## config.mk

```make
export PLATFORM = sky130hd
export DESIGN_NAME = lcd
export DESIGN_NICKNAME = d
export VERILOG_FILES = /design/src/rtl/lcd.sv
export SDC_FILE = /design/constraint.sdc
export NUM_CORES = 1
export LEC_CHECK = 0
export CAP_MARGIN = 0
export CELL_PAD_IN_SITES_DETAIL_PLACEMENT = 2
export CELL_PAD_IN_SITES_GLOBAL_PLACEMENT = 2
export CORE_ASPECT_RATIO = 1.25
export CORE_MARGIN = 2
export CORE_UTILIZATION = 30
export DETAILED_ROUTE_END_ITERATION = 10
export MAX_ROUTING_LAYER = met4
export PLACE_DENSITY = 0.87
export SLEW_MARGIN = 20
export SYNTH_ARGS = -nofsm -noshare
export SYNTH_HDL_FRONTEND = slang
export SYNTH_SLANG_ARGS = --single-unit
export TNS_END_PERCENT = 5
```

## constraint.sdc

```tcl
create_clock -name CLK -period 4.49 [get_ports CLK]
set_input_delay 0.449 -clock CLK [delete_from_list [all_inputs] [get_ports CLK]]
set_output_delay 0.449 -clock CLK [all_outputs]
set_load 0.005 [all_outputs]
```

## src/rtl/lcd.sv

```systemverilog
// rtl/lcd.sv - HD44780 8-bit init-and-write sequencer for one or two text rows
//
// Purpose: on a start request, latches the text and mode, then sends function
// set, display on, entry mode and clear, followed by the row 1 characters and,
// in 2-line mode, a set-DDRAM-address 0x40 command and the row 2 characters.
// Each byte goes through SETUP (bus driven), PULSE (E high E_CYC cycles),
// WAIT (E low CMD_WAIT or CLR_WAIT cycles) and NEXT.
//
// Ports:
//   CLK       rising-edge clock
//   RST       synchronous reset, active low
//   line1     row 1 text, first character in the top byte
//   line2     row 2 text, same packing
//   two_line  1 = 2-line mode and write line2
//   start     level-sensitive sequence request
//   LCD_E     enable strobe (registered)
//   LCD_RS    register select, 0 = command, 1 = data (registered)
//   LCD_DATA  8-bit data bus (registered)
module lcd #(
    parameter int WIDTH1   = 16,
    parameter int WIDTH2   = 16,
    parameter int HEIGHT   = 2,
    parameter int E_CYC    = 12,
    parameter int CMD_WAIT = 2000,
    parameter int CLR_WAIT = 82000
) (
    input  logic                CLK,
    input  logic                RST,
    input  logic [8*WIDTH1-1:0] line1,
    input  logic [8*WIDTH2-1:0] line2,
    input  logic                two_line,
    input  logic                start,
    output logic                LCD_E,
    output logic                LCD_RS,
    output logic [7:0]          LCD_DATA
);

    localparam int MAXC = (CLR_WAIT > CMD_WAIT)
                        ? ((CLR_WAIT > E_CYC) ? CLR_WAIT : E_CYC)
                        : ((CMD_WAIT > E_CYC) ? CMD_WAIT : E_CYC);
    localparam int CW   = $clog2(MAXC + 1);
    localparam int IW   = $clog2(5 + WIDTH1 + WIDTH2 + 1);

    localparam logic [CW-1:0] E_LAST   = CW'(E_CYC - 1);
    localparam logic [CW-1:0] CMD_LAST = CW'(CMD_WAIT - 1);
    localparam logic [CW-1:0] CLR_LAST = CW'(CLR_WAIT - 1);

    // Byte index layout: 0..3 init commands, 4..3+WIDTH1 row 1,
    // 4+WIDTH1 the 0xC0 address command, then row 2.
    localparam logic [IW-1:0] CLR_IDX = IW'(3);
    localparam logic [IW-1:0] LAST_1  = IW'(3 + WIDTH1);
    localparam logic [IW-1:0] LAST_2  = IW'(4 + WIDTH1 + WIDTH2);
    localparam bit            ROWS2   = (HEIGHT >= 2);

    typedef enum logic [2:0] {
        S_IDLE,
        S_SETUP,
        S_PULSE,
        S_WAIT,
        S_NEXT
    } state_t;

    state_t              state_q, state_d;
    logic [CW-1:0]       cnt_q, cnt_d;
    logic [IW-1:0]       idx_q, idx_d;
    logic [8*WIDTH1-1:0] l1_q, l1_d;
    logic [8*WIDTH2-1:0] l2_q, l2_d;
    logic                tl_q, tl_d;
    logic                e_q, e_d;
    logic                rs_q, rs_d;
    logic [7:0]          data_q, data_d;

    // Returns {rs, data} for byte index i of a sequence.
    function automatic logic [8:0] byte_at(input int i,
                                           input logic [8*WIDTH1-1:0] l1,
                                           input logic [8*WIDTH2-1:0] l2,
                                           input logic tl);
        logic [8:0] r;
        if (i == 0)                r = {1'b0, (tl ? 8'h38 : 8'h30)};
        else if (i == 1)           r = {1'b0, 8'h0C};
        else if (i == 2)           r = {1'b0, 8'h06};
        else if (i == 3)           r = {1'b0, 8'h01};
        else if (i < 4 + WIDTH1)   r = {1'b1, 8'(l1 >> (8 * (WIDTH1 - 1 - (i - 4))))};
        else if (i == 4 + WIDTH1)  r = {1'b0, 8'hC0};
        else                       r = {1'b1, 8'(l2 >> (8 * (WIDTH2 - 1 - (i - 5 - WIDTH1))))};
        return r;
    endfunction

    always_ff @(posedge CLK) begin
        if (!RST) begin
            state_q <= S_IDLE;
            cnt_q   <= '0;
            idx_q   <= '0;
            l1_q    <= '0;
            l2_q    <= '0;
            tl_q    <= 1'b0;
            e_q     <= 1'b0;
            rs_q    <= 1'b0;
            data_q  <= 8'h00;
        end else begin
            state_q <= state_d;
            cnt_q   <= cnt_d;
            idx_q   <= idx_d;
            l1_q    <= l1_d;
            l2_q    <= l2_d;
            tl_q    <= tl_d;
            e_q     <= e_d;
            rs_q    <= rs_d;
            data_q  <= data_d;
        end
    end

    always_comb begin
        state_d = state_q;
        cnt_d   = cnt_q;
        idx_d   = idx_q;
        l1_d    = l1_q;
        l2_d    = l2_q;
        tl_d    = tl_q;
        e_d     = 1'b0;
        rs_d    = rs_q;
        data_d  = data_q;

        case (state_q)
            S_IDLE: begin
                if (start) begin
                    l1_d    = line1;
                    l2_d    = line2;
                    tl_d    = two_line;
                    idx_d   = '0;
                    state_d = S_SETUP;
                    // Bus is loaded on entry so it is already valid during SETUP.
                    {rs_d, data_d} = byte_at(0, line1, line2, two_line);
                end
            end
            S_SETUP: begin
                cnt_d   = '0;
                e_d     = 1'b1;
                state_d = S_PULSE;
            end
            S_PULSE: begin
                if (cnt_q == E_LAST) begin
                    cnt_d   = '0;
                    state_d = S_WAIT;
                end else begin
                    cnt_d = cnt_q + 1'b1;
                    e_d   = 1'b1;
                end
            end
            S_WAIT: begin
                if (cnt_q == ((idx_q == CLR_IDX) ? CLR_LAST : CMD_LAST)) begin
                    cnt_d   = '0;
                    state_d = S_NEXT;
                end else begin
                    cnt_d = cnt_q + 1'b1;
                end
            end
            S_NEXT: begin
                if (idx_q == ((tl_q && ROWS2) ? LAST_2 : LAST_1)) begin
                    state_d = S_IDLE;
                end else begin
                    idx_d   = idx_q + 1'b1;
                    state_d = S_SETUP;
                    {rs_d, data_d} = byte_at(int'(idx_d), l1_q, l2_q, tl_q);
                end
            end
            default: state_d = S_IDLE;
        endcase
    end

    assign LCD_E    = e_q;
    assign LCD_RS   = rs_q;
    assign LCD_DATA = data_q;

endmodule

```

Yosys cells after proc, flatten, opt, wreduce, memory -nomap -nowiden --
Index checks and enable logic that the tools add are counted.
Storage, ports and cells: register bits 293, output and inout bits 10, word-level logic and storage cells 71
Operators by class: add/sub/neg operators 7, magnitude comparators 1, equal/unequal tests 16, shift-type cells 2, mux-type cells 29, reductions and logical operators 7
Operators by type and width (number):
- 128-bit by 32-bit >> shifter with 8-bit output | 2
- 9-bit 2-to-1 mux | 6
- 17-bit 2-to-1 mux | 3
- 17-bit case mux with 3 select lines | 1
- 6-bit 2-to-1 mux | 3
- 17-bit by 1-bit adder with 17-bit output (second input constant) | 1
- 17-bit == test | 1
- 17-bit by 4-bit == test with 1-bit output (second input constant) | 1
- 8-bit 2-to-1 mux | 2
- 8-bit case mux with 2 select lines | 1
- 3-bit case mux with 5 select lines | 1
- 6-bit by 3-bit subtractor with 7-bit output (second input constant) | 2
- 6-bit by 2-bit == test with 1-bit output (second input constant) | 2
- 6-bit by 3-bit == test with 1-bit output (second input constant) | 2
- 6-bit case mux with 2 select lines | 1
- 3-bit 2-to-1 mux | 3
- 5-bit by 8-bit subtractor with 9-bit output (first input constant) | 1
- 4-bit 2-to-1 mux | 2
- 2-bit inequality test (second input constant) | 4
- 5-bit by 7-bit subtractor with 8-bit output (first input constant) | 1
- 7-bit by 6-bit subtractor with 8-bit output (second input constant) | 1
- 6-bit by 1-bit adder with 6-bit output (second input constant) | 1
- 3-bit by 2-bit == test with 1-bit output (second input constant) | 2
- 6-bit == test | 1
- other kinds (12) | 17

Longest topological paths before layout --
depth after elaboration 13, depth in mapped cells 15, gate-level depth less buffers 14

Worst setup path before layout --
Ideal clock, no wire load.
kind register to register, start register idx_q[0], end register data_q[3] (netlist: LCD_DATA[3]), data arrival time 3551 ps, required time 4404 ps, setup slack 854 ps, stages on the path, launching flop included 15, clock period less this slack 3636 ps, cells stage by stage dfxtp_1 ha_1 buf_4 xor2_1 inv_1 ha_1 xnor3_1 inv_1 ha_1 a21boi_0 mux2i_1 a311oi_1 nand2_1 a211o_1 a211oi_1
Between the ends: cells in the longest elaborated chain, start to end 13, elaborated cells between the ends (all ways) 25, those cells by class add/sub: 6; order compare: 1; eq/ne: 6; shift: 2; mux: 8; reduce/logical: 2
Ends and longest elaborated chain:
- start: declaration | line 65 | logic [IW-1:0] idx_q, idx_d;
- start signal: assignment | line 103 | idx_q <= idx_d;
- 6-bit by 1-bit adder with 6-bit output | line 162 | idx_d = idx_q + 1'b1;
- 6-bit by 3-bit subtractor with 7-bit output | line 85 | else r = {1'b1, 8'(l2 >> (8 * (WIDTH2 - 1 - (i - 5 - WIDTH1))))};
- 7-bit by 6-bit subtractor with 8-bit output | line 85
- 5-bit by 8-bit subtractor with 9-bit output | line 85
- 128-bit by 32-bit >> shifter with 8-bit output | line 85
- 9-bit 2-to-1 mux | line 84 | else if (i == 4 + WIDTH1) r = {1'b0, 8'hC0};
- 9-bit 2-to-1 mux | line 83 | else if (i < 4 + WIDTH1) r = {1'b1, 8'(l1 >> (8 * (WIDTH1 - 1 - (i - 4))))};
- 9-bit 2-to-1 mux | line 82 | else if (i == 3) r = {1'b0, 8'h01};
- 9-bit 2-to-1 mux | line 81 | else if (i == 2) r = {1'b0, 8'h06};
- 9-bit 2-to-1 mux | line 80 | else if (i == 1) r = {1'b0, 8'h0C};
- 9-bit 2-to-1 mux | line 79 | if (i == 0) r = {1'b0, (tl ? 8'h38 : 8'h30)};
- 8-bit 2-to-1 mux | line 159 | if (idx_q == ((tl_q && ROWS2) ? LAST_2 : LAST_1)) begin
- 8-bit case mux with 2 select lines | line 124 | case (state_q)
- end signal: assignment | line 109 | data_q <= data_d;
- end: declaration | line 71 | logic [7:0] data_q, data_d;
Parallel ways exist; a longest one is shown, timed or not. The select of a mux whose other input is x is not followed. A chain may end at the register's enable or synchronous reset.

Worst setup path after layout --
start register idx_q[1], end register data_q[3] (netlist: LCD_DATA[3])
The elaborated chain is that of the path after synthesis.

==> flow_summary.json <==
{
  "status": "completed",
  "fillCellCount": 4815,
  "grt_antenna_before_repair": 0,
  "slew_headroom_pct": 33.49,
  "yosys-top-cells-area": "dfxtp_1, nand2_1, mux4_2",
  "track_usage_pct": 22.85,
  "hold_slack_ns": 0.4549,
  "startpoint": "idx_q[1]",
  "cts-buffers-inserted": 34,
  "io_buffers": 269,
  "synth_edf_count": 0,
  "vias": 12380,
  "clk_pin_slew_ns": 0.06,
  "synth_top_cell_by_area": "dfxtp_1",
  "cp.arrival_ns": 4.23,
  "layout-drive-gt1-share_pct": 9.394,
  "crit_slowest_cell": "dfxtp_1",
  "ys_warn_count": 0,
  "async_flop_share_pct": 0,
  "drt-pass1-iter-count": 4,
  "grt_first_pass_wirelength_um": 78980,
  "vias_per_cell": 5.223,
  "fp.dieH_um": 239.5,
  "path_cells": "ha_1 -> xor2_2 -> inv_1 -> ha_1 -> xnor3_1 -> inv_1 -> ha_1 -> a21boi_0 -> mux2i_1 -> a311oi_1 -> buf_4 -> nand2_1 -> a211o_1 -> a211oi_1",
  "antenna_cells": 0,
  "finalWirelength_um": 51040,
  "initial_core_util_pct": 30.33,
  "drtAntennaViolNets": 0,
  "slew_violations": 0,
  "power_leakage_uw": 0.006350,
  "setup_tns_ns": 0,
  "tritoncts": "built",
  "hpwlAfterDp_um": 36690,
  "drc_errors": 0,
  "cts.path.max_buffers": 3,
  "synth.top_cell.area_share_pct": 44.05,
  "cp-start-kind": "register",
  "timing.fmax_ghz": 0.2636,
  "met1_length_um": 20380,
  "ctsResizeCount": 0,
  "synth.most_common_cell": "nand2_1",
  "hold_buffers": 0,
  "first_iter_violations": 659,
  "critical_path_required_ns": 4.93,
  "vdd_drop_max_uv": 309.8,
  "nets": 2044,
  "cts_max_level": 2,
  "fin_crit_sh_pct": 84.48,
  "dieArea_mm2": 0.04610,
  "rows": 86,
  "max_stage_delay_ns": 0.57,
  "syn-instance-count": 1572,
  "worst_slew_pin_slew_ns": 0.9977,
  "grt_pass1_vias": 13640,
  "synth.avg_cell_area_um2": 8.470,
  "synthFlopType": "dfxtp_1",
  "hp-class": "reg -> reg",
  "gp_congestion": 0.8422,
  "netlist_top_cells_count": "nand2_1, dfxtp_1, a21oi_1",
  "min_from": "l1_q[70]",
  "top_layer": "met4",
  "fin_crit_ns": 3.793,
  "rr_startpoint": "idx_q[1]",
  "synth_nets": 1841,
  "crit_fanout": 12,
  "grt_max_degree": 209,
  "synthDistinctLibCells": 73,
  "die_w_um": 192.4,
  "ios": 270,
  "synth-seq-area-share_pct": 44.05,
  "syn_area_mm2": 0.01332,
  "wl_per_cell_um": 21.53,
  "cpLargestDelayFamily": "compound AO/OA/AOI/OAI gates",
  "grt_setup_unrepaired": "false",
  "synth_seq_cells": 293,
  "grt_overflow": 0,
  "root_buffer": "clkbuf_16",
  "drv_cap": 0,
  "wl_met3_um": 1780,
  "post_cts_buffers": 0,
  "power.density_mw_per_mm2": 474.0,
  "worstSetupPathType": "reg -> reg",
  "hold_violations": 0,
  "core_area_mm2": 0.04390,
  "critPathMostFrequentCell": "ha_1",
  "setup_viol": 0,
  "synthToLayoutAreaGrowth_pct": 32.33,
  "wl_met2_um": 27770,
  "cts.sinks": 293,
  "crit_buf_inv": 3,
  "clk_latency_ns": 0.53,
  "fin_worst_skew_ns": 0.02135,
  "end_kind": "register"
}
registers in the layout (all words and copies together) (netlist names), 3 cells and up:
name      flops
LCD_DATA      8
cnt_q        17
idx_q         6
l1_q        128
l2_q        128
state_q       3
kinds of logic (layout without fill, tap and decap cells):
group	Yosys count	count (layout)	synth area share [%]
AOI/OAI and AO/OA	370	370	16.03
xor gates and xnor gates	6	6	0.4981
adders and majority gates	9	9	0.8457
buffers and inverters	133	360	4.219
DFF	293	293	44.05
muxes	91	91	13.46
and+or+nand+nor	670	670	20.90
power breakdown:
part | switching, uW | total (uW) | internal (uW)
clock network | 1130 | 2910 | 1780
logic | 1280 | 2110 | 824
registers | 291 | 3330 | 3040
cell usage in the layout (no fill, tap or decap), types with 5 or more instances in the layout:
cell / count
nor2_1: 32
nand3_1: 18
clkdlybuf4s50_1: 269
dfxtp_1: 292
o211ai_1: 19
o221a_1: 6
a211oi_1: 5
ha_1: 8
mux2i_1: 17
clkbuf_16: 34
and2_1: 6
and3_1: 7
or4_1: 5
clkbuf_8: 9
nor2b_1: 6
mux4_2: 70
inv_1: 8
o21ai_0: 11
a21oi_1: 275
nor3_1: 8
o211a_1: 10
buf_4: 17
nand2_1: 549
cell type report:
| cell class | count | area [um^2] | area share [%] |
|---|---|---|---|
| inverters | 10 | 45.04 | 0.2556 |
| clock buffers | 47 | 989.7 | 5.617 |
| flip-flops and latches | 293 | 5869 | 33.31 |
| well taps | 572 | 715.7 | 4.062 |
| multi-input cells | 1146 | 6912 | 39.22 |
| clock inverters | 13 | 188.9 | 1.072 |
| repair buffers | 290 | 2900 | 16.46 |
tightest hold or removal path: stages, from the launching register on:
cell	delay (ns)
dfxtp_1	0.31
nand2_1	0.05
a21oi_1	0.05
per-layer routing:
metal	vias up	global-route usage [%]
li1	5822	-
met4	0	5.783
met5	-	-
met3	64	2.945
met2	256	42.44
met1	6241	25.61
stage by stage:
stage | cell area [um^2] | total power [uW] | setup WS, ns | instances | util, %
after global routing | 17620 | 8807 | 0.3919 | 2371 | 40.14
after global placement | 16440 | 5370 | 0.9055 | 2311 | 37.45
after detailed placement | 16440 | 5506 | 0.6813 | 2311 | 37.45
after floorplan | 13320 | 4637 | 0.8536 | 1572 | -
after CTS | 17620 | 8469 | 0.6705 | 2371 | 40.13
final | 17620 | 8352 | 0.6967 | 2371 | 40.14
path summary, 6_finish.rpt:
path                 end  slack, ns  cells after the start
max          LCD_DATA[3]       0.70                     14
min reg2reg     l1_q[70]       0.45                      2
max reg2reg  LCD_DATA[3]       0.70                     14
min             l1_q[70]       0.45                      2
Power figures use the tool's default switching activity.
